### src/rtl/prt_dp_pkg.sv
// Shared DisplayPort TX definitions: link symbol encoding used between framer,
// scheduler and scrambler.
package prt_dp_pkg;

    localparam int unsigned P_SYM_W = 4;

    // NOP must stay at zero so that a cleared symbol bus reads as idle.
    typedef enum logic [P_SYM_W-1:0] {
        TX_LNK_SYM_NOP  = 4'd0,
        TX_LNK_SYM_DAT  = 4'd1,
        TX_LNK_SYM_BS   = 4'd2,
        TX_LNK_SYM_BE   = 4'd3,
        TX_LNK_SYM_SR   = 4'd4,
        TX_LNK_SYM_FS   = 4'd5,
        TX_LNK_SYM_FE   = 4'd6,
        TX_LNK_SYM_BF   = 4'd7,
        TX_LNK_SYM_MTPH = 4'd8
    } prt_dp_tx_lnk_sym;

endpackage

### src/rtl/prt_dptx_sr_sched.sv
// Scrambler-reset scheduler: replaces every interval-th BS (SST) or MTPH (MST)
// marker with SR and drives the scrambler enable, one clock of latency.
module prt_dptx_sr_sched
    import prt_dp_pkg::*;
#(
    parameter int unsigned P_SIM         = 0,
    parameter int unsigned P_SPL         = 2,
    parameter int unsigned P_SR_INTERVAL = 512
) (
    input  logic                       CLK_IN,
    input  logic                       RST_IN,
    input  logic                       CTL_EN_IN,
    input  logic                       CTL_MST_IN,
    input  logic [P_SPL*P_SYM_W-1:0]   SNK_SYM_IN,
    input  logic [P_SPL*8-1:0]         SNK_DAT_IN,
    output logic [P_SPL*P_SYM_W-1:0]   SRC_SYM_OUT,
    output logic [P_SPL*8-1:0]         SRC_DAT_OUT,
    output logic                       CTL_SCRM_EN_OUT,
    output logic                       STA_LOCK_OUT,
    output logic [15:0]                STA_SR_CNT_OUT
);

    localparam int unsigned INTERVAL = (P_SIM != 0) ? 8 : P_SR_INTERVAL;
    // Sized from the effective interval so simulation mode always fits 8.
    localparam int unsigned CNT_W    = $clog2(INTERVAL) + 1;
    localparam int unsigned SRN_W    = $clog2(P_SPL + 1);

    typedef enum logic [1:0] {
        IDLE,
        ARM,
        RUN
    } state_t;

    state_t                     state;
    state_t                     state_nxt;
    logic [CNT_W-1:0]           cnt;
    logic [CNT_W-1:0]           cnt_nxt;
    logic [CNT_W-1:0]           cnt_run;
    logic                       mst_q;
    logic                       armed;
    logic [SRN_W-1:0]           srs;
    logic [P_SYM_W-1:0]         sym_i;
    logic [P_SPL*P_SYM_W-1:0]   sym_nxt;
    logic                       scrm_en_nxt;
    logic                       lock_nxt;
    logic [15:0]                sr_cnt_nxt;
    prt_dp_tx_lnk_sym           marker;

    assign marker = mst_q ? TX_LNK_SYM_MTPH : TX_LNK_SYM_BS;

    always_ff @(posedge CLK_IN or negedge RST_IN) begin
        if (!RST_IN) begin
            state           <= IDLE;
            cnt             <= '0;
            mst_q           <= 1'b0;
            SRC_SYM_OUT     <= '0;
            SRC_DAT_OUT     <= '0;
            CTL_SCRM_EN_OUT <= 1'b0;
            STA_LOCK_OUT    <= 1'b0;
            STA_SR_CNT_OUT  <= '0;
        end else begin
            state           <= state_nxt;
            cnt             <= cnt_nxt;
            mst_q           <= CTL_MST_IN;
            SRC_SYM_OUT     <= sym_nxt;
            SRC_DAT_OUT     <= SNK_DAT_IN;
            CTL_SCRM_EN_OUT <= scrm_en_nxt;
            STA_LOCK_OUT    <= lock_nxt;
            STA_SR_CNT_OUT  <= sr_cnt_nxt;
        end
    end

    // Sublane chain: the running count ripples from sublane 0 upward so several
    // markers in one beat are resolved in time order within a single clock.
    always_comb begin
        sym_nxt = SNK_SYM_IN;
        sym_i   = '0;
        cnt_run = cnt;
        armed   = (state == ARM);
        srs     = '0;
        if (state != IDLE) begin
            for (int unsigned i = 0; i < P_SPL; i++) begin
                sym_i = SNK_SYM_IN[i*P_SYM_W +: P_SYM_W];
                if (sym_i == TX_LNK_SYM_SR) begin
                    cnt_run = CNT_W'(1);
                    armed   = 1'b0;
                end else if (sym_i == marker) begin
                    if (armed || (cnt_run == CNT_W'(INTERVAL))) begin
                        sym_nxt[i*P_SYM_W +: P_SYM_W] = TX_LNK_SYM_SR;
                        cnt_run = CNT_W'(1);
                        armed   = 1'b0;
                        srs     = srs + SRN_W'(1);
                    end else begin
                        cnt_run = cnt_run + CNT_W'(1);
                    end
                end
            end
        end

        state_nxt = state;
        cnt_nxt   = cnt_run;
        case (state)
            IDLE: begin
                cnt_nxt   = '0;
                state_nxt = CTL_EN_IN ? ARM : IDLE;
            end
            default: begin
                if (!CTL_EN_IN) begin
                    state_nxt = IDLE;
                    cnt_nxt   = '0;
                end else if (CTL_MST_IN != mst_q) begin
                    state_nxt = ARM;
                    cnt_nxt   = '0;
                end else begin
                    state_nxt = armed ? ARM : RUN;
                end
            end
        endcase
    end

    always_comb begin
        scrm_en_nxt = (state_nxt != IDLE);
        lock_nxt    = (state_nxt == RUN);
        sr_cnt_nxt  = STA_SR_CNT_OUT + 16'(srs);
    end

endmodule

### config.mk
export PLATFORM = sky130hd
export DESIGN_NAME = prt_dptx_sr_sched
export DESIGN_NICKNAME = d
export VERILOG_FILES = /design/src/rtl/prt_dp_pkg.sv /design/src/rtl/prt_dptx_sr_sched.sv
export SDC_FILE = /design/constraint.sdc
export NUM_CORES = 1
export LEC_CHECK = 0
export BUFFER_PORTS_ARGS = -buffer_cell sky130_fd_sc_hd__buf_2
export CAP_MARGIN = 20
export CORE_ASPECT_RATIO = 0.6
export CORE_MARGIN = 10
export CORE_UTILIZATION = 57
export DETAILED_ROUTE_END_ITERATION = 8
export PLACE_DENSITY = 0.91
export RECOVER_POWER = 100
export SETUP_SLACK_MARGIN = 0.02
export SLEW_MARGIN = 20
export SYNTH_ARGS = -nofsm -noshare
export SYNTH_HDL_FRONTEND = slang
export SYNTH_SLANG_ARGS = --single-unit
### constraint.sdc
create_clock -name CLK_IN -period 7.8 [get_ports CLK_IN]
set_input_delay 1.56 -clock CLK_IN [delete_from_list [all_inputs] [get_ports CLK_IN]]
set_output_delay 1.56 -clock CLK_IN [all_outputs]
set_load 0.005 [all_outputs]
==> results of run 1 <==
## through the flow
step / worst slack [ns] / area, um^2 / power, W / utilization
4_1_cts: 2.57 / 3320 / 0.000552 / 0.706
2_1_floorplan: 2.93 / 2850 / 0.000346 / -
3_5_place_dp: 2.25 / 3230 / 0.000387 / 0.686
6_report: 1.68 / 3240 / 0.000542 / 0.688
5_1_grt: 1.24 / 3240 / 0.000567 / 0.688
3_3_place_gp: 2.49 / 3230 / 0.000383 / 0.686
## worst max-delay path, stage by stage
cell and delay (ns):
clkbuf_1 0.24, and3b_2 0.25, o21ai_0 0.77, o21ai_0 0.52
a21oi_1 0.35, inv_1 0.08, ha_1 0.18, nand3_1 0.07
o31a_2 0.20, inv_1 0.10, ha_1 0.28, nand2_1 0.05
a21oi_1 0.14, ha_1 0.18, inv_1 0.06, fa_1 0.41
nor2_1 0.18, nand3_1 0.15, nor2_1 0.23, nand3_1 0.14
xnor2_1 0.15
## cells in the mapped netlist (all sizes together), types with 2 or more instances
cell type,instances
o21a,2
mux2i,3
a21oi,11
nor2b,5
a32o,2
xnor2,25
buf,5
nor4b,2
nand4,7
clkbuf,7
dfrtp,55
a22oi,2
nand2,17
and3b,2
ha,7
or3,3
a211oi,4
nand3b,2
o21ai,9
nor4,2
and2,5
o31a,3
or3b,2
xor2,5
nand3,12
inv,14
or2,5
nand2b,3
nor3b,3
nor3,3
and3,2
nor2,26
a2111oi,5
## placed cells by master (no fill, tap or decap), types with 3 or more instances in the layout
| cell type | n |
|---|---|
| mux2i_1 | 3 |
| a21oi_1 | 10 |
| inv_1 | 14 |
| xnor2_1 | 25 |
| and2_0 | 3 |
| nor3_1 | 3 |
| dfrtp_1 | 55 |
| or2_2 | 3 |
| o21ai_0 | 7 |
| nand3_1 | 12 |
| buf_2 | 24 |
| clkbuf_1 | 45 |
| nor2b_1 | 5 |
| ha_1 | 7 |
| nor3b_1 | 3 |
| clkbuf_8 | 5 |
| or3_1 | 3 |
| xor2_1 | 5 |
| nand2_1 | 17 |
| nand2b_1 | 3 |
| a211oi_1 | 3 |
| nor2_1 | 26 |
| nand4_1 | 7 |
## area by class of cell
class                           instances  area (um^2)  share of cell area
Sequential cell                        55         1380               0.425
Inverter                               14         52.6              0.0162
Timing Repair Buffer                   70          293              0.0904
Clock inverter                          3         27.5             0.00850
Multi-Input combinational cell        191         1340               0.414
Tap cell                               63         78.8              0.0243
Clock buffer                            5         68.8              0.0212
## worst paths after layout
path / endpoint / start / cells past startpoint
worst max-delay path: STA_SR_CNT_OUT[14] / SNK_SYM_IN[1] / 21
worst min-delay path: STA_SR_CNT_OUT[15] / STA_SR_CNT_OUT[15] / 1
worst max register to register: STA_SR_CNT_OUT[14] / mst_q / 20
worst min register to register: STA_SR_CNT_OUT[15] / STA_SR_CNT_OUT[15] / 1
max in group asynchronous: cnt[2] / RST_IN / 2
min in group asynchronous: cnt[7] / RST_IN / 2
## report_power, final
group / leakage (nW) / switching (W) / internal (W)
sequential: 0.699 / 0.0000119 / 0.000301
clock: 0.0463 / 0.0000991 / 0.0000661
combinational: 0.553 / 0.0000395 / 0.0000241
total: 1.30 / 0.000151 / 0.000391
## registers in the layout, indices dropped and copies added, names as in the netlist
signal,flops
SRC_DAT_OUT,16
STA_SR_CNT_OUT,16
cnt,10
SRC_SYM_OUT,8
state,2
CTL_SCRM_EN_OUT,1
STA_LOCK_OUT,1
mst_q,1
## per-layer routing
layer	routed length, um	track usage	part of all wire
met5	0	0	0
met4	29	0.0255	0.0040
met3	555	0.0492	0.076
met2	3170	0.247	0.43
met1	3590	0.244	0.49
## cell families (layout without fill, tap and decap cells)
kind of cell,Yosys count,in the layout,share of synthesized area
adders and majority gates,8,8,0.0377
muxes,3,3,0.0105
DFF,55,55,0.482
and+or+nand+nor,104,104,0.200
buffers and inverters,26,92,0.0386
AOI/OAI and AO/OA,46,46,0.139
xor gates and xnor gates,30,30,0.0921
==> results.sh, run 1 <==
export IMPL_status="complete, but fails checks"
export IMPL_violations="capacitance limit, slew limit"
export IMPL_avgViaCountPerCell=5.68
export IMPL_cts_setup_buffers=0
export IMPL_routedWlPerCell_um=18.3
export IMPL_synthTopCellsByArea="dfrtp_1, xnor2_1, nor2_1, ha_1, nand2_1"
export IMPL_fillCellCount=373
export IMPL_synth_seq_cells=55
export IMPL_cp_max_fo=9
export IMPL_power_leakage_nw=1.30
export IMPL_path_clk_slew_ns=0.10
export IMPL_die_w_um=111
export IMPL_arrival_ns=6.32
export IMPL_ant_nets=0
export IMPL_core_area_mm2=0.00471
export IMPL_start_util=0.606
export IMPL_drc=0
export IMPL_fin_cells=401
export IMPL_ir_worst_vdd_v=0.000122
export IMPL_r2r_slack_ns=2.63
export IMPL_final_setup_viol_count=0
export IMPL_dpl_hpwl_um=5800
export IMPL_cts_root_buf="clkbuf_8"
export IMPL_overflow=0
export IMPL_synth_cells=272
export IMPL_grt_start_max_net_pins=56
export IMPL_fin_crit_sh=0.784
export IMPL_cts_path_max_buffers=2
export IMPL_skew_ns=0.00669
export IMPL_rsz0062_at_grt="false"
export IMPL_syn_avg_cell_area_um2=10.5
export IMPL_grt_pass1_vias=2165
export IMPL_setup_worst_path_class="in2reg"
export IMPL_drtIter0Drc=201
export IMPL_async_flop_share=1.00
export IMPL_finalHoldViolations=0
export IMPL_syn_nets=308
export IMPL_groute_usage_overall=0.168
export IMPL_fin_hold_ws_ns=0.482
export IMPL_synth_top_cell_by_area="dfrtp_1"
export IMPL_tns_ns=0
export IMPL_slew_violations=56
export IMPL_syn2layout_area_growth_pct=13.6
export IMPL_vias=2278
export IMPL_drt_pass1_iter_count=4
export IMPL_synth_yosys_seq_area_share=0.482
export IMPL_ios=70
export IMPL_synth_cell_types=60
export IMPL_routed_wl_um=7340
export IMPL_dieArea_mm2=0.00833
export IMPL_rows=19
export IMPL_slew_headroom=-0.901
export IMPL_cts_max_level=2
export IMPL_clkLatencyLatePin_ns=0.31
export IMPL_place_port_buffers=69
export IMPL_syn_area_mm2=0.00285
export IMPL_antenna_found_initial=0
export IMPL_dp_cells=393
export IMPL_numCtsBuffers=5
export IMPL_min_path_type="reg2reg"
export IMPL_die_height_um=74.8
export IMPL_clock_sinks=55
export IMPL_n_antenna_cell=0
export IMPL_cts_hold_buffers=0
export IMPL_synth_edf_count=0
export IMPL_grt_pass1_wl_um=11500
export IMPL_maxCapViolations=1
export IMPL_cts_tree="done"
export IMPL_max_freq_ghz=0.164
export IMPL_ys_warn_count=0
export IMPL_post_cts_resize_count=0
export IMPL_gp_congestion=0.923
export IMPL_period_minus_slack_ns=6.12
export IMPL_layout_nets=373
export IMPL_power_density_mw_per_mm2=167
export IMPL_ys_flop_type="dfrtp_1"
export IMPL_synth_top_area_frac=0.482
export IMPL_worstMarginPinSlew_ns=2.85
export IMPL_startpoint_type="input pin"
export IMPL_drive_gt1_frac=0.130
export IMPL_endpoint_kind="register"
export IMPL_cp_required_ns=8.00
No activity file was read; power rests on OpenSTA's default activity.
==> inputs of run 2 (changes only) <==
Settings changed: CORE_UTILIZATION 57 to 53, PLACE_DENSITY 0.91 to 0.86.
Clock period 7.8 ns to 5.9 ns, I/O delays scaled along.
==> run 2 against run 1 <==
The flow still finishes with violations (capacitance limit, slew limit). Utilization fell by 5.4 points. Clock power is 30% higher. Cell area is 0.42% higher. Global-route usage fell by 1.3 points. Power up 31%. Critical path type unchanged.
==> results.sh, run 2 (synthesis gave the netlist of run 1 again) <==
export IMPL_post_cts_resize_count=0
export IMPL_place_port_buffers=69
export IMPL_mostFrequentLayoutCells="dfrtp_1, clkbuf_1, buf_2"
export IMPL_dp_cells=396
export IMPL_fin_crit_sh=0.831
export IMPL_numCtsBuffers=5
export IMPL_cts_tree="done"
export IMPL_core_area_mm2=0.00513
export IMPL_start_util=0.556
export IMPL_period_minus_slack_ns=4.90
export IMPL_routed_wl_um=6750
export IMPL_layout_nets=373
export IMPL_ant_nets=0
export IMPL_ir_worst_vdd_v=0.000111
export IMPL_die_w_um=115
export IMPL_cts_root_buf="clkbuf_8"
export IMPL_vias=2206
export IMPL_max_freq_ghz=0.204
export IMPL_syn2layout_area_growth_pct=14.0
export IMPL_drc=0
export IMPL_grt_pass1_vias=2236
export IMPL_clock_sinks=55
export IMPL_finalHoldViolations=0
export IMPL_dpl_hpwl_um=5280
export IMPL_drt_pass1_iter_count=4
export IMPL_violations="capacitance limit, slew limit"
export IMPL_slew_violations=56
export IMPL_path_clk_slew_ns=0.09
export IMPL_layout_setup_ws_ns=0.999
export IMPL_reg_largest_list="SRC_DAT_OUT (16), STA_SR_CNT_OUT (16), cnt (10)"
export IMPL_status="complete, but fails checks"
export IMPL_antenna_found_initial=0
export IMPL_highest_layer="met4"
export IMPL_cts_path_max_buffers=2
export IMPL_skew_ns=0.0117
export IMPL_groute_usage_overall=0.155
export IMPL_overflow=0
export IMPL_startpoint_type="input pin"
export IMPL_worstMarginPinSlew_ns=2.88
export IMPL_clkLatencyLatePin_ns=0.31
export IMPL_worstPathCellList="clkbuf_1 -> and3b_1 -> o21ai_2 -> o21ai_1 -> a21oi_1 -> inv_1 -> ha_1 -> nand3_1 -> o31a_2 -> inv_1 -> ha_1 -> nand2_1 -> a21oi_1 -> ha_1 -> inv_1 -> fa_1 -> nor2_1 -> nand3_1 -> nor2_1 -> nand3_1 -> xnor2_1"
export IMPL_min_path_type="reg2reg"
export IMPL_cp_max_fo=9
export IMPL_cts_max_level=2
export IMPL_power_density_mw_per_mm2=218
export IMPL_endpoint_kind="register"
export IMPL_drtIter0Drc=165
export IMPL_cpMaxStageDelayCell="fa_1"
export IMPL_drive_gt1_frac=0.148
export IMPL_grt_start_max_net_pins=56
export IMPL_final_setup_viol_count=0
export IMPL_power_leakage_nw=1.33
export IMPL_cp_required_ns=6.10
export IMPL_fin_cells=404
export IMPL_cts_setup_buffers=0
export IMPL_grt_pass1_wl_um=11200
export IMPL_arrival_ns=5.10
export IMPL_met1_length_um=3150
export IMPL_path_buf_inv=4
export IMPL_cp_top_family="compound AO/OA/AOI/OAI gates"
export IMPL_rsz0062_at_grt="false"
export IMPL_max_stage_delay_ns=0.39
export IMPL_routedWlPerCell_um=16.7
export IMPL_ios=70
export IMPL_dr_wl_met3_um=636
export IMPL_n_antenna_cell=0
export IMPL_maxCapViolations=1
export IMPL_slew_headroom=-0.917
export IMPL_wl_met2_um=2920
export IMPL_dieArea_mm2=0.00881
export IMPL_fillCellCount=448
export IMPL_cts_hold_buffers=0
export IMPL_avgViaCountPerCell=5.46
export IMPL_post_route_util=0.634
export IMPL_die_height_um=76.8
export IMPL_rows=20
export IMPL_setup_worst_path_class="in2reg"
export IMPL_final_common_cell="dfrtp_1"
export IMPL_tns_ns=0
export IMPL_gp_congestion=0.937
export IMPL_preCtsSetupSlack_ns=0.760
## run 2: per-stage QoR
stage                     total power, W  cell area (um^2)  hold slack (ns)
after floorplan                 0.000457              2850            0.468
after global placement          0.000505              3230            0.457
after detailed placement        0.000510              3230            0.462
after CTS                       0.000725              3330            0.475
after global routing            0.000748              3250            0.508
final                           0.000708              3250            0.472
## run 2: final cells by class
| cell class | instances | area, um^2 | share of cell area |
|---|---|---|---|
| multi-input combinational | 191 | 1350 | 0.413 |
| sequential | 55 | 1380 | 0.423 |
| timing repair buffer | 70 | 302 | 0.0927 |
| clock buffer | 7 | 86.3 | 0.0265 |
| clock inverter | 1 | 8.76 | 0.00269 |
| inverter | 14 | 52.6 | 0.0162 |
| tap | 66 | 82.6 | 0.0254 |
## run 2: power by group
group	switching (W)	internal [W]
sequential	0.0000140	0.000398
combinational	0.0000501	0.0000321
clock	0.000118	0.0000964
total	0.000182	0.000526
## run 2: path summary, 6_finish.rpt
check | start | endpoint | slack [ns] | cells past startpoint
max reg2reg | cnt[1] | STA_SR_CNT_OUT[14] | 1.48 | 18
max in group asynchronous | RST_IN | SRC_DAT_OUT[10] | 2.39 | 2
max | SNK_SYM_IN[1] | STA_SR_CNT_OUT[14] | 1.0 | 21
min reg2reg | STA_SR_CNT_OUT[15] | STA_SR_CNT_OUT[15] | 0.47 | 1
min in group asynchronous | RST_IN | cnt[6] | 1.90 | 2
min | STA_SR_CNT_OUT[15] | STA_SR_CNT_OUT[15] | 0.47 | 1
## run 2: metal layers
| layer | vias up | global-route usage |
|---|---|---|
| li1 | 1068 | - |
| met1 | 1063 | 0.220 |
| met2 | 69 | 0.218 |
| met3 | 6 | 0.0552 |
| met4 | 0 | 0.0345 |
| met5 | - | 0 |
==> inputs of run 3 (changes only) <==
Clock period 5.9 ns to 5 ns, I/O delays scaled along.
==> run 3 against run 2 <==
The run still ends with capacitance limit, slew limit left. Non-clock buffer count increased by 5. Worst setup slack worse by 0.58 ns. Sequential cell count unchanged. Utilization is 0.80 points higher. Largest cell class unchanged. Highest routed layer unchanged.
==> results.sh, run 3 (synthesis gave the netlist of run 1 again) <==
export IMPL_status="complete, but fails checks"
export IMPL_violations="capacitance limit, slew limit"
export IMPL_worstMarginPinSlew_ns=2.87
export IMPL_antenna_found_initial=0
export IMPL_post_route_util=0.642
export IMPL_fin_hold_ws_ns=0.478
export IMPL_rsz0062_at_grt="false"
export IMPL_avgViaCountPerCell=5.60
export IMPL_power_density_mw_per_mm2=257
export IMPL_die_w_um=115
export IMPL_dpl_hpwl_um=5420
export IMPL_die_height_um=76.8
export IMPL_n_antenna_cell=0
export IMPL_place_port_buffers=69
export IMPL_arrival_ns=4.79
export IMPL_tns_ns=0
export IMPL_slew_violations=56
export IMPL_clock_sinks=55
export IMPL_final_setup_viol_count=0
export IMPL_drtIter0Drc=117
export IMPL_vias=2289
export IMPL_grt_start_max_net_pins=56
export IMPL_drive_gt1_frac=0.172
export IMPL_rows=20
export IMPL_maxCapViolations=1
export IMPL_clkLatencyLatePin_ns=0.31
export IMPL_max_freq_ghz=0.218
export IMPL_min_path_type="reg2reg"
export IMPL_grt_pass1_vias=2276
export IMPL_routedWlPerCell_um=16.7
export IMPL_cts_hold_buffers=0
export IMPL_routed_wl_um=6830
export IMPL_reg_largest_list="SRC_DAT_OUT (16), STA_SR_CNT_OUT (16), cnt (10)"
export IMPL_start_util=0.556
export IMPL_slew_headroom=-0.913
export IMPL_startpoint_type="input pin"
export IMPL_cts_root_buf="clkbuf_8"
export IMPL_post_cts_resize_count=0
export IMPL_cts_max_level=2
export IMPL_setup_worst_path_class="in2reg"
export IMPL_ios=70
export IMPL_groute_usage_overall=0.155
export IMPL_cp_required_ns=5.20
export IMPL_skew_ns=0.0118
export IMPL_grt_pass1_wl_um=11200
export IMPL_syn2layout_area_growth_pct=15.5
export IMPL_drc=0
export IMPL_gp_congestion=0.937
export IMPL_fin_crit_sh=0.917
export IMPL_period_minus_slack_ns=4.59
export IMPL_cts_setup_buffers=0
export IMPL_path_clk_slew_ns=0.10
export IMPL_mostFrequentLayoutCells="dfrtp_1, clkbuf_1, buf_2"
export IMPL_overflow=0
export IMPL_cp_max_fo=9
export IMPL_ir_worst_vdd_v=0.000172
export IMPL_finalHoldViolations=0
export IMPL_ant_nets=0
export IMPL_power_leakage_nw=1.36
export IMPL_dieArea_mm2=0.00881
export IMPL_numCtsBuffers=5
export IMPL_core_area_mm2=0.00513
export IMPL_cts_path_max_buffers=2
export IMPL_final_common_cell="dfrtp_1"
export IMPL_cts_tree="done"
export IMPL_drt_pass1_iter_count=4
export IMPL_endpoint_kind="register"
export IMPL_layout_nets=378
-- run 3: changes by cell type in the layout (fill, tap and decap cells not counted), sizes merged --
cell,previous run,this run
clkbuf,46,43
buf,31,38
clkinvlp,0,1
-- run 3: cell type report --
type,instances,area [um^2]
Clock buffer,6,82.6
Clock inverter,2,16.3
Fill cell,447,1840
Inverter,14,52.6
Multi-Input combinational cell,191,1340
Sequential cell,55,1380
Tap cell,66,82.6
Timing Repair Buffer,75,342
-- run 3: worst max-delay path, cell delays in order --
cell,delay (ns)
buf_2,0.15
and3b_1,0.21
o21ai_2,0.36
xnor2_1,0.20
and2_0,0.28
ha_1,0.19
nand3_1,0.07
o31a_2,0.34
inv_1,0.11
ha_1,0.14
nand2_1,0.06
a21oi_1,0.15
ha_1,0.19
inv_1,0.05
fa_1,0.39
nor2_1,0.19
nand3_1,0.16
nor2_1,0.25
nand3_1,0.13
xnor2_1,0.14
-- run 3: per-layer routing --
metal | global-route usage | wire length (um)
met1 | 0.212 | 3170
met2 | 0.234 | 3070
met3 | 0.0482 | 551
met4 | 0.0333 | 38
met5 | 0 | 0
-- run 3: path summary, 6_finish.rpt --
path / startpoint / end / slack, ns / depth (start not counted)
max: SNK_SYM_IN[1] / STA_SR_CNT_OUT[14] / 0.41 / 20
min: STA_SR_CNT_OUT[15] / STA_SR_CNT_OUT[15] / 0.48 / 1
max reg2reg: cnt[0] / STA_SR_CNT_OUT[14] / 0.54 / 18
min reg2reg: STA_SR_CNT_OUT[15] / STA_SR_CNT_OUT[15] / 0.48 / 1
max in group asynchronous: RST_IN / cnt[0] / 1.68 / 2
min in group asynchronous: RST_IN / SRC_SYM_OUT[0] / 1.70 / 2
-- run 3: through the flow --
step,worst slack (ns),instance area (um^2),power (W),cells
2_1_floorplan,0.688,2850,0.000540,272
3_3_place_gp,0.338,3270,0.000599,401
3_5_place_dp,0.112,3270,0.000602,401
4_1_cts,0.455,3370,0.000864,409
5_1_grt,0.0655,3290,0.000892,409
6_report,0.414,3290,0.000845,409
-- run 3: report_power, final --
| group | leakage (nW) | total [W] | internal, W | switching [W] |
|---|---|---|---|---|
| registers | 0.699 | 0.000486 | 0.000469 | 0.0000164 |
| clock network | 0.0474 | 0.000259 | 0.000113 | 0.000146 |
| logic | 0.609 | 0.000100 | 0.0000403 | 0.0000600 |
